==> src/rtl/stack_renderer.sv <==
// rtl/stack_renderer.sv - RGB332 tower renderer with per-frame stack snapshot and 2-clk pixel pipeline.
module stack_renderer #(
    parameter int         BLOCK_W    = 150,
    parameter int         BLOCK_H    = 20,
    parameter int         MAX_BLOCKS = 16,
    parameter int         H_VIS      = 640,
    parameter int         V_VIS      = 480,
    parameter logic [7:0] BG_COLOR   = 8'h00,
    parameter logic [7:0] EDGE_COLOR = 8'hFF
) (
    input  logic                    clk,
    input  logic                    rst,
    input  logic [9:0]              hcount,
    input  logic [9:0]              vcount,
    input  logic                    blank,
    input  logic                    hsync_in,
    input  logic                    vsync_in,
    input  logic [9:0]              pos_x,
    input  logic [9:0]              pos_y,
    input  logic [9:0]              height,
    input  logic [2*MAX_BLOCKS-1:0] colors,
    output logic [7:0]              rgb,
    output logic                    hsync_out,
    output logic                    vsync_out
);
    localparam int IDX_W = $clog2(MAX_BLOCKS);
    localparam int H_W   = $clog2(MAX_BLOCKS + 1);
    localparam int LX_W  = $clog2(BLOCK_W);
    localparam int LY_W  = $clog2(BLOCK_H);

    localparam logic [9:0]      MAX_H10  = 10'(MAX_BLOCKS);
    localparam logic [9:0]      H_VIS10  = 10'(H_VIS);
    localparam logic [9:0]      V_VIS10  = 10'(V_VIS);
    localparam logic [10:0]     BW11     = 11'(BLOCK_W);
    localparam logic [10:0]     BH11     = 11'(BLOCK_H);
    localparam logic [LX_W-1:0] LX_LAST  = LX_W'(BLOCK_W - 1);
    localparam logic [LY_W-1:0] LY_LAST  = LY_W'(BLOCK_H - 1);

    // Per-frame snapshot of the stack state
    logic [9:0]              snap_x;
    logic [9:0]              snap_y;
    logic [H_W-1:0]          snap_h;
    logic [2*MAX_BLOCKS-1:0] snap_colors;

    logic           frame_start;
    logic [H_W-1:0] h_clamped;

    assign frame_start = (hcount == 10'd0) && (vcount == 10'd0);
    assign h_clamped   = (height > MAX_H10) ? H_W'(MAX_BLOCKS) : H_W'(height);

    always_ff @(posedge clk) begin
        if (rst) begin
            snap_x      <= '0;
            snap_y      <= '0;
            snap_h      <= '0;
            snap_colors <= '0;
        end else if (frame_start) begin
            snap_x      <= pos_x;
            snap_y      <= pos_y;
            snap_h      <= h_clamped;
            snap_colors <= colors;
        end
    end

    // Stage 1: extent tests done in 11 bits so px+BLOCK_W never wraps
    logic [10:0]        x_end;
    logic signed [10:0] dy;
    logic [10:0]        span;
    logic               in_x;
    logic               in_y;
    logic               visible;

    assign x_end   = {1'b0, snap_x} + BW11;
    assign dy      = $signed({1'b0, snap_y}) - 11'sd1 - $signed({1'b0, vcount});
    assign span    = 11'(snap_h) * BH11;
    assign in_x    = (hcount >= snap_x) && ({1'b0, hcount} < x_end);
    assign in_y    = !dy[10] && (dy < $signed(span));
    assign visible = (hcount < H_VIS10) && (vcount < V_VIS10);

    logic                    blank1;
    logic                    hs1;
    logic                    vs1;
    logic                    inside1;
    logic [9:0]              dy1;
    logic [LX_W-1:0]         lx1;
    logic [2*MAX_BLOCKS-1:0] colors1;

    always_ff @(posedge clk) begin
        if (rst) begin
            blank1  <= 1'b1;
            hs1     <= 1'b1;
            vs1     <= 1'b1;
            inside1 <= 1'b0;
            dy1     <= '0;
            lx1     <= '0;
            colors1 <= '0;
        end else begin
            blank1  <= blank || !visible;
            hs1     <= hsync_in;
            vs1     <= vsync_in;
            inside1 <= in_x && in_y;
            dy1     <= dy[9:0];
            lx1     <= LX_W'(hcount - snap_x);
            colors1 <= snap_colors;
        end
    end

    // Stage 2: block index by comparator chain, then local row within the block
    logic [IDX_W-1:0] idx;
    logic [LY_W-1:0]  ly;
    logic [1:0]       code;
    logic             on_edge;
    logic [7:0]       fill;

    always_comb begin
        idx = '0;
        for (int k = 1; k < MAX_BLOCKS; k++) begin
            if (dy1 >= 10'(k * BLOCK_H))
                idx = IDX_W'(k);
        end
        ly   = LY_W'(dy1 - 10'(idx) * 10'(BLOCK_H));
        code = colors1[{idx, 1'b0} +: 2];
    end

    assign on_edge = (lx1 == '0) || (lx1 == LX_LAST) || (ly == '0) || (ly == LY_LAST);

    always_comb begin
        fill = BG_COLOR;
        case (code)
            2'b01:   fill = 8'hE0;
            2'b10:   fill = 8'h1C;
            2'b11:   fill = 8'h03;
            default: fill = BG_COLOR;
        endcase
    end

    always_ff @(posedge clk) begin
        if (rst) begin
            rgb       <= 8'h00;
            hsync_out <= 1'b1;
            vsync_out <= 1'b1;
        end else begin
            hsync_out <= hs1;
            vsync_out <= vs1;
            if (blank1)
                rgb <= 8'h00;
            else if (!inside1 || code == 2'b00)
                rgb <= BG_COLOR;
            else if (on_edge)
                rgb <= EDGE_COLOR;
            else
                rgb <= fill;
        end
    end
endmodule
==> config.mk <==
export PLATFORM = sky130hd
export DESIGN_NAME = stack_renderer
export DESIGN_NICKNAME = d
export VERILOG_FILES = /design/src/rtl/stack_renderer.sv
export SDC_FILE = /design/constraint.sdc
export NUM_CORES = 1
export LEC_CHECK = 0
export BUFFER_PORTS_ARGS = -buffer_cell sky130_fd_sc_hd__buf_4
export CAP_MARGIN = 30
export CORE_AREA = 8 8 138 140
export DETAILED_ROUTE_END_ITERATION = 10
export DIE_AREA = 0 0 146 148
export SETUP_SLACK_MARGIN = 0.02
export SYNTH_ARGS = -nofsm -noshare
export SYNTH_HDL_FRONTEND = slang
export SYNTH_SLANG_ARGS = --single-unit
==> constraint.sdc <==
create_clock -name clk -period 4.3 [get_ports clk]
set_clock_uncertainty 0.15 [all_clocks]
set_input_delay 0.215 -clock clk [delete_from_list [all_inputs] [get_ports clk]]
set_output_delay 0.215 -clock clk [all_outputs]
set_load 0.03 [all_outputs]
==> out/qor.csv <==
metric;value;unit
Routed WL;13.6;mm
crit path cell chain;inv_1, maj3_1, mux2i_1, a211o_1, inv_1, ha_1, a21oi_1, xnor2_1, xnor2_1, xnor2_1, mux2i_1, a31oi_4, maj3_2, nor2_1;
layout filler cell count;1586;
clk sinks;116;
global route total overflow;0;
number of synthesized flops with an enable pin;0;
RSZ-0062 raised after global routing;no;
initial antenna violation count;0;
Post-Syn Area per Cell;9.78;sq um
fraction of layout cells with a size suffix above 1;19.3;%
Worst-Skew Late Latency;0.42;ns
TritonCTS clock tree;yes;
Tmin final;3.65;ns
most used cell, CP;xnor2_1;
Layout area overhead;36.9;%
gr usage total;13.1;%
Num CTS Buffers;17;
Worst Tran Pin Value;0.754;ns
Mapped Area;5750;sq um
vias in the first global route;4772;
DR vias;4541;
Die H;148;um
post-synthesis sequential area ratio;40.4;%
Tcrit/Tclk final;84.9;%
routability-driven placement congestion ratio;0.852;
post-synth top area share;40.4;%
Syn Inst Count;588;
Fmax achieved;0.274;GHz
#FFs+latches synth;116;
HP Class;in -> reg;
normalized max-slew margin;49.7;%
DRC;0;
Power Density;356;nW/um^2
Clk pin slew, worst setup/hold paths;0.06;ns
Inst Count DP;882;
ANT cells;0;
CTS root buffer;clkbuf_16;
run status;complete, no violations;
static leakage;3.21;nW
area leader, netlist;dfxtp_1;
Critical Path AT;3.85;ns
Top Ports;97;
most frequent cells in the layout;dfxtp_1 (116), buf_4 (97), nor2_1 (71);
first-pass iteration count of the detailed router;4;
Finished Core Util;46.5;%
Post-CTS Setup Bufs;0;
CTS Buffer Depth;2;
Rows;48;
WS Path Type;reg -> reg;
ys async rst share;0;%
starting density of the core;33.9;%
setup_tns;0;ns
worst setup margin;0.651;ns
total core area;16900;sq um
max-cap violation count;0;
Synth Flop Type;dfxtp_1;
design area;7870;sq um
Final Hold Viols;0;
Req. time, crit path;4.50;ns
most common cell after layout, fill and taps aside;dfxtp_1;
htree depth;4;
Synth area leaders;dfxtp_1 (40%), mux2i_1 (12%), ha_1 (9.8%);
Yosys warnings;0;
count of cell types in the netlist;56;
syn nets;723;
pre-CTS setup slack;0.654;ns
Post-DP HPWL;10.0;mm
DR vias/cell;4.65;
CP peak stage delay;0.52;ns
worst vdd ir;0.000279;V
Placed Area;6640;sq um
Starting DRT DRC Count;155;
Chip Width;146;um
CP max FO;13;
Final Max Slew Viols;0;
drt wl/cell;14.0;um
Finish-stage setup viols;0;
number of port buffers;96;
DRT antenna net count;0;
die area;21600;sq um
fin cells;976;
CP max-delay cell;dfxtp_1;
largest net degree at the start of global routing;75;
CP Capture Type;register;
Final nets;873;
first-pass GRT wire length;22.9;mm
CP startpoint kind;register;
-- synthesized netlist by cell type (all sizes together), types with 3 or more instances --
cell and count:
nand2 10, fa 3, xnor2 20, mux2i 69, o21bai 3, or2 6, nor2 72, nand3 8
o21ai 20, inv 35, nand2b 5, dfxtp 116, mux4 5, ha 45, nor2b 51, nor3 7
clkbuf 11, a211oi 4, o211ai 3, a21o 7, buf 19, or4 3, xor2 5, a211o 4
a21oi 23, nor4 7
-- kinds of logic after synthesis --
| kind of cell | Yosys count | synth area share [%] |
|---|---|---|
| AOI/OAI and AO/OA | 79 | 8.99 |
| adders and majority gates | 50 | 11.2 |
| and+or+nand+nor | 177 | 15.8 |
| buffers and inverters | 65 | 5.12 |
| xor gates and xnor gates | 25 | 3.81 |
| muxes | 76 | 14.6 |
| DFF | 116 | 40.4 |
-- routing by layer --
metal  share of wire [%]  global-route usage, %  wire length, um  up-vias
met2                  50                   22.7             6870       83
met5                   0                      0                0        -
met4                 1.7                   5.46              232        0
met3                 3.9                   4.00              528       20
li1                    -                      -                -     2321
met1                  44                   14.7             6000     2117
-- registers in the layout, indices dropped and copies added (netlist names) --
name and count:
rgb 3, vs1 1, snap_y 10, snap_colors 32, snap_x 10, inside1 1, vsync_out 1, hs1 1
dy1 10, lx1 8, snap_h 5, blank1 1, hsync_out 1, colors1 32
-- power by group --
part / total (W) / internal [W] / switching [W]
Combinational: 0.000275 / 0.000159 / 0.000117
Sequential: 0.00110 / 0.00109 / 0.0000124
Clock: 0.00142 / 0.000916 / 0.000506
Total: 0.00280 / 0.00216 / 0.000635
-- worst paths after layout --
path	start	to	slack (ns)	cells past startpoint
max	dy1[4]	rgb[1]	0.65	14
min	height[8]	snap_h[1]	0.05	4
max reg2reg	dy1[4]	rgb[1]	0.65	14
min reg2reg	hs1	hsync_out	0.26	1
-- per-stage QoR --
stage | power [W] | hold slack, ns
after floorplan | 0.00126 | 0.169
after global placement | 0.00135 | 0.249
after detailed placement | 0.00136 | 0.243
after CTS | 0.00283 | 0.0190
after global routing | 0.00291 | 0.0383
final | 0.00280 | 0.0490
-- what timing repair did --
item / in CTS / in global routing
endpoints found under the hold margin: 59 / 0
resized for setup: 0 / 0
hold buffers: 62 / 0
-- layout make-up --
cell class	instances	area [sq um]	area share [%]
flip-flops and latches	116	2320	29.5
clock buffers	22	484	6.15
inverters	35	131	1.67
multi-input cells	407	3150	40.0
well taps	225	282	3.58
clock inverters	10	123	1.56
repair buffers	161	1380	17.5
-- critical path: cells and delay by family, from the launching register on --
kind	cells	cell delay, ns
fa+ha+maj	3	0.99
compound gates	3	0.67
flops	1	0.52
xor+xnor	3	0.46
mux	2	0.45
buf+inv	2	0.24
simple gates	1	0.09
(Power assumes the default switching activity.)
